**src/rtl/vga_fb_arbiter.sv**
```systemverilog
// vga_fb_arbiter
// Shares one single-port framebuffer RAM between the VGA display fetch path and a host
// pixel writer. A fetch engine streams the frame sequentially into a small prefetch FIFO
// that the timing generator pops one pixel per cycle. The host gets every RAM slot that is
// not needed to keep the FIFO safely filled.
//
// Ports
//   i_clk, i_reset           pixel clock, synchronous active-high reset
//   i_frame_start            one-cycle pulse before the first visible pixel of a frame
//   i_pix_pop                display consumes the FIFO head this cycle
//   o_pix_valid, o_pix_data  FIFO not empty / FIFO head (0 when empty)
//   o_underrun               sticky: pop seen while the FIFO was empty
//   i_wr_valid, o_wr_ready   host write handshake
//   i_wr_addr, i_wr_data     host write address / data
//   o_mem_en, o_mem_we       RAM access this cycle / 1=write 0=read
//   o_mem_addr, o_mem_wdata  RAM address / write data
//   i_mem_rdata              RAM read data, valid one cycle after a read
//
// state   | meaning
// S_IDLE  | after reset, waiting for the first frame_start
// S_FETCH | streaming fetch_addr 0..FB_WORDS-1 into the FIFO
// S_DONE  | whole frame fetched, host owns every slot until frame_start
module vga_fb_arbiter #(
  parameter int DATA_W     = 12,
  parameter int ADDR_W     = 15,
  parameter int FB_WORDS   = 19200,
  parameter int FIFO_DEPTH = 8,
  parameter int LOW_WM     = 2
) (
  input  logic              i_clk,
  input  logic              i_reset,
  input  logic              i_frame_start,
  input  logic              i_pix_pop,
  output logic              o_pix_valid,
  output logic [DATA_W-1:0] o_pix_data,
  output logic              o_underrun,
  input  logic              i_wr_valid,
  output logic              o_wr_ready,
  input  logic [ADDR_W-1:0] i_wr_addr,
  input  logic [DATA_W-1:0] i_wr_data,
  output logic              o_mem_en,
  output logic              o_mem_we,
  output logic [ADDR_W-1:0] o_mem_addr,
  output logic [DATA_W-1:0] o_mem_wdata,
  input  logic [DATA_W-1:0] i_mem_rdata
);

  localparam int PTR_W = $clog2(FIFO_DEPTH);
  localparam int LVL_W = PTR_W + 1;
  localparam int OCC_W = PTR_W + 2;

  localparam logic [OCC_W-1:0]  LOW_WM_C = OCC_W'(LOW_WM);
  localparam logic [OCC_W-1:0]  DEPTH_C  = OCC_W'(FIFO_DEPTH);
  localparam logic [ADDR_W-1:0] FB_LAST  = ADDR_W'(FB_WORDS - 1);

  typedef enum logic [1:0] {
    S_IDLE  = 2'd0,
    S_FETCH = 2'd1,
    S_DONE  = 2'd2
  } state_t;

  state_t r_state;
  state_t w_state_nxt;

  logic [DATA_W-1:0] r_fifo [FIFO_DEPTH];
  logic [PTR_W-1:0]  r_wptr;
  logic [PTR_W-1:0]  r_rptr;
  logic [LVL_W-1:0]  r_level;
  logic [ADDR_W-1:0] r_fetch_addr;
  logic              r_inflight;
  logic              r_underrun;

  logic [OCC_W-1:0]  w_occ;
  logic              w_host_wr;
  logic              w_fetch_rd;
  logic              w_push;
  logic              w_pop;
  logic              w_pop_empty;

  // Counting the read in flight keeps the FIFO from ever overflowing.
  assign w_occ = OCC_W'(r_level) + OCC_W'(r_inflight);

  // frame_start discards the returning read and masks any same-cycle pop.
  assign w_push      = r_inflight && !i_frame_start;
  assign w_pop       = i_pix_pop && !i_frame_start && (r_level != '0);
  assign w_pop_empty = i_pix_pop && !i_frame_start && (r_level == '0);

  always_ff @(posedge i_clk) begin
    if (i_reset) begin
      r_state <= S_IDLE;
    end else begin
      r_state <= w_state_nxt;
    end
  end

  always_comb begin
    w_state_nxt = r_state;
    o_wr_ready  = 1'b1;
    w_host_wr   = 1'b0;
    w_fetch_rd  = 1'b0;
    o_mem_en    = 1'b0;
    o_mem_we    = 1'b0;
    o_mem_addr  = r_fetch_addr;
    o_mem_wdata = '0;

    // Host is held off only while the display side is close to starving.
    if (r_state == S_FETCH && w_occ < LOW_WM_C) begin
      o_wr_ready = 1'b0;
    end
    w_host_wr  = i_wr_valid && o_wr_ready;
    w_fetch_rd = !w_host_wr && (r_state == S_FETCH) && (w_occ < DEPTH_C);

    if (w_host_wr) begin
      o_mem_en    = 1'b1;
      o_mem_we    = 1'b1;
      o_mem_addr  = i_wr_addr;
      o_mem_wdata = i_wr_data;
    end else if (w_fetch_rd) begin
      o_mem_en = 1'b1;
    end

    case (r_state)
      S_IDLE: begin
        if (i_frame_start) w_state_nxt = S_FETCH;
      end
      S_FETCH: begin
        if (i_frame_start) begin
          w_state_nxt = S_FETCH;
        end else if (w_fetch_rd && r_fetch_addr == FB_LAST) begin
          w_state_nxt = S_DONE;
        end
      end
      S_DONE: begin
        if (i_frame_start) w_state_nxt = S_FETCH;
      end
      default: w_state_nxt = S_IDLE;
    endcase
  end

  always_ff @(posedge i_clk) begin
    if (i_reset) begin
      r_wptr       <= '0;
      r_rptr       <= '0;
      r_level      <= '0;
      r_fetch_addr <= '0;
      r_inflight   <= 1'b0;
      r_underrun   <= 1'b0;
    end else begin
      if (w_pop_empty) r_underrun <= 1'b1;
      if (i_frame_start) begin
        r_wptr       <= '0;
        r_rptr       <= '0;
        r_level      <= '0;
        r_fetch_addr <= '0;
        r_inflight   <= 1'b0;
      end else begin
        r_inflight <= w_fetch_rd;
        if (w_fetch_rd) r_fetch_addr <= r_fetch_addr + ADDR_W'(1);
        if (w_push)     r_wptr       <= r_wptr + PTR_W'(1);
        if (w_pop)      r_rptr       <= r_rptr + PTR_W'(1);
        case ({w_push, w_pop})
          2'b10:   r_level <= r_level + LVL_W'(1);
          2'b01:   r_level <= r_level - LVL_W'(1);
          default: r_level <= r_level;
        endcase
      end
    end
  end

  // Storage needs no reset; the head is gated by the level.
  always_ff @(posedge i_clk) begin
    if (w_push) r_fifo[r_wptr] <= i_mem_rdata;
  end

  assign o_pix_valid = (r_level != '0);
  assign o_pix_data  = o_pix_valid ? r_fifo[r_rptr] : '0;
  assign o_underrun  = r_underrun;

endmodule
```
**config.mk**
```make
export PLATFORM = sky130hd
export DESIGN_NAME = vga_fb_arbiter
export DESIGN_NICKNAME = d
export VERILOG_FILES = /design/src/rtl/vga_fb_arbiter.sv
export SDC_FILE = /design/constraint.sdc
export NUM_CORES = 1
export LEC_CHECK = 0
export CORE_MARGIN = 2
export CORE_UTILIZATION = 58
export DETAILED_ROUTE_END_ITERATION = 7
export DONT_BUFFER_PORTS = 1
export PLACE_DENSITY = 0.72
export SLEW_MARGIN = 5
export SYNTH_ARGS = -nofsm -noshare
export SYNTH_HDL_FRONTEND = slang
export SYNTH_SLANG_ARGS = --single-unit
```
**constraint.sdc**
```tcl
create_clock -name i_clk -period 3.5 [get_ports i_clk]
set_input_delay 0.35 -clock i_clk [delete_from_list [all_inputs] [get_ports i_clk]]
set_output_delay 0.35 -clock i_clk [all_outputs]
set_load 0.02 [all_outputs]
```
==> results list <==
* Clock buffers created by TritonCTS: 17
- After floorplanning, the core was divided into 35 placement rows.
- DRC viols: 0
* Post-placement cell area: 5704 sq um
* Critical-path cell list: and2_1 > ha_1 > and4bb_2 > mux2_4 > nand2_4 > and2_1 > buf_4 > mux2_1
* Clk pin slew, worst setup/hold paths: 0.06 ns
- Post-Synth XOR/XNOR Area: 2.694%
- Required time reported for the critical path endpoint: 3.15 ns
* Power per unit of standard cell area: 543.3 nW/um^2
* Portion of synthesized cell area occupied by the leading cell type: 52.15%
- Registers take 3523 sq um.
- In this run the remaining antenna-violating nets after routing total 0.
- The count of final max-slew check failures came to 0.
* Synth warn: 0
- The analysis attributes to cell leakage a power of 2.174 nW.
* Pin count of the biggest net entering global routing: 29
- The number of nets in the synthesized netlist is 418.
- The first global-routing pass estimated 16440 um of wire.
- Effective utilization at floorplan: 59.82%
* Status: finished clean
- Core footprint: 9240 sq um
- The number of antenna violations at the first check in global routing came to 0.
* Floorplan die width: 101.6 um
- Max-cap violations in this run came to 0.
- Dominant cell type by area after synthesis: edfxtp_1
- Fmax: 0.3052 GHz
- The cell count after synthesis came out at 366.
- Dominant combinational cell family by area after synthesis: multiplexers
- The clock tree synthesis step divided the H-tree into 4 levels.
- Number of global-route vias before repair: 3114
* Number of port buffers: 0
* Data arrival time at the worst-slack endpoint: 2.93 ns
- The worst pin sits at a relative slew slack of 43.30%.
- The worst setup path is captured at an output port.
- In the finished design, the share of the clock period the worst path needs comes to 93.60%.
- Startpoint-to-endpoint class of the critical path: register to output port
- Cells taking the most area after synthesis: edfxtp_1 (52%), dfxtp_1 (12%), mux4_2 (9.8%)
* Dominant cell by count in the synthesized netlist: edfxtp_1
- CTS tree: done
- Portion of netlist area occupied by mux cells: 15.64%
- Count of cell types in the netlist: 49
- Buffer type at the clock tree root: clkbuf_8
- Final Routed Wirelength: 10470 um
* Aggregate negative setup slack: 0 ns
- Clock latency on the worst-skew pair: 0.51 ns
- Detailed placement finished with a half-perimeter wire length of 6407 um.
- Antenna cells: 0
* Worst clock skew: 0.005955 ns
- In this design, the critical path's most frequently occurring cell is and2_1.
- Routed via count: 3131
- Of the total synthesized cell area, the portion taken by AND, OR, NAND and NOR gates is 11.27%.
- The tightest min-delay check is of the primary input to register type.
- Sum of overflow across all layers after global routing: 0
- Count of buffering cells on the critical path with inverters included: 1
- Critical Path Source Type: register
- Peak fanout along the critical path: 16
- RD Place Congestion: 0.7899
- Setup violations remaining at the end of the flow were counted as 0.
- In the synthesized netlist the dominant register cell turns out to be edfxtp_1.
* Number of top-level pins: 88
- Sorting the synthesized cells by how often they occur yields edfxtp_1 (96), nor2_1 (44), dfxtp_1 (32).
- Each instance of the synthesized netlist takes up on average 15.10 sq um.
- Mapped Area: 5528 sq um
* Cell family contributing the most delay on the critical path: multiplexers
- Measured slew at the worst slew-check pin: 0.8493 ns
* Worst vdd ir: 0.0003584 V
* Delay of the slowest critical-path stage: 0.46 ns
* Global Route Usage Sum: 21.77%
* Floorplan die height: 101.6 um
- Setup repair after global routing left no endpoint under its margin.
* Die Footprint: 10330 sq um
- Share of async-settable or async-resettable flops after synthesis: 0%
* Multi-input logic area: 1908 sq um
- Number of nets in the layout: 447
- The synthesized netlist devotes 2.580% of its cell area to compound gates.
- The slowest stage of the critical path belongs to the cell dfxtp_1.
- Area delta synth->final: 16.82%
- Counting the fill cells in the layout gives 622.
* Clock tree sinks: 128
- Seq/Total Area, Yosys: 63.74%
- Post-layout min period: 3.276 ns
- Post-synthesis share of cell area spent on full adders, half adders and majority gates: 1.947%
* Proportion of layout cells with a drive suffix above 1: 23.28%
- Number of buffers on the longest clock path: 2
- Iter 0 DRT Violations: 208
* Average wire per standard cell: 19.50 um
- Number of synthesized register bits: 128
* Post-detailed-route via-to-cell ratio: 5.831
* Count of TritonRoute iterations in the first routing pass: 4
- Post-route cell area: 6457 sq um
- Counting flops with a built-in enable in the synthesized netlist gives 96.
* Number of failing hold endpoints at the final stage: 0
-- worst register-to-register path: stages (launching register included) --
cell and delay (ns):
dfxtp_1 0.49, nor4_2 0.10, nor3b_2 0.39, ha_1 0.29, ha_1 0.24, a21o_1 0.18
a21oi_1 0.18, xnor2_1 0.09, or3_1 0.30, a21oi_1 0.14
-- cell families after synthesis --
family / after synthesis
xor gates and xnor gates: 17
and+or+nand+nor: 113
adders and majority gates: 8
AOI/OAI and AO/OA: 22
muxes: 54
DFF: 128
buffers and inverters: 24
-- power breakdown --
group | switching, mW | total (mW) | internal, mW
Clock | 0.656 | 1.75 | 1.10
Sequential | 0.00551 | 1.64 | 1.63
Combinational | 0.0739 | 0.114 | 0.0405
Total | 0.736 | 3.51 | 2.77
-- cell usage in the layout (no fill, tap or decap), drive strengths merged, types with 5 or more instances in the layout --
cell type	Yosys	final
edfxtp	96	96
inv	7	11
nor2	44	44
mux2	16	16
xor2	10	10
dlygate4sd3	0	15
o31ai	5	5
mux2i	14	14
and2	5	5
a21oi	11	11
xnor2	7	7
ha	7	7
buf	11	12
clkinv	0	7
nand2	13	13
dfxtp	32	32
mux4	24	24
or4	5	5
clkbuf	6	18
nand3	6	6
and3	13	13
nand4	7	7
-- repair_timing --
action                     in CTS  in global routing
hold endpoints to repair       98                  0
gates resized for setup         0                  1
setup endpoints to repair       0                 15
buffers inserted                0                  0
hold buffers                   15                  0
-- worst paths after layout --
kind | depth (start not counted) | end | from | slack [ns]
hold / removal | 2 | r_state[0]$_SDFFE_PP0P_ | i_reset | 0.02
setup / recovery | 8 | o_mem_addr[8] | r_inflight$_SDFF_PP0_ | 0.22
hold reg to reg | 2 | r_fetch_addr[7]$_SDFFE_PP0P_ | r_fetch_addr[7]$_SDFFE_PP0P_ | 0.50
setup reg to reg | 9 | r_level[3]$_SDFFE_PP0P_ | r_level[1]$_SDFFE_PP0P_ | 1.04
-- per-stage QoR --
stage	utilization [%]	power [mW]	setup WS (ns)	cells	hold WS (ns)
floorplan	-	1.755	0.9502	366	0.4224
global placement	61.73	1.759	0.6963	490	0.4228
detailed placement	61.73	1.761	0.6440	490	0.4252
CTS	69.83	3.528	0.1008	537	0.001421
global route	69.88	3.602	0.03493	537	0.02215
finish	69.88	3.508	0.2239	537	0.01616
-- flip-flops by register name (all words and copies together), names as in the netlist, named ones only --
name,flops
r_fifo,96
o_underrun,1
r_state,2
r_level,4
r_wptr,3
r_fetch_addr,15
r_rptr,3
r_inflight,1
-- final cells by class --
cell class                 instances  share of cell area [%]
timing repair buffer              27                   3.720
tap                              129                   2.500
clock buffer                      18                   6.472
clock inverter                    14                   2.790
sequential                       128                   54.56
inverter                           7                  0.4069
multi-input combinational        214                   29.55
-- metal layers --
metal | GRT usage [%] | wire length, um | vias up | share of wire, %
met4 | 7.277 | 100 | 0 | 0.95
met2 | 35.58 | 5299 | 78 | 51
li1 | - | - | 1461 | -
met3 | 4.762 | 554 | 12 | 5.3
met5 | 0 | 0 | - | 0
met1 | 29.25 | 4519 | 1580 | 43
No activity file was read; power rests on OpenSTA's default activity.
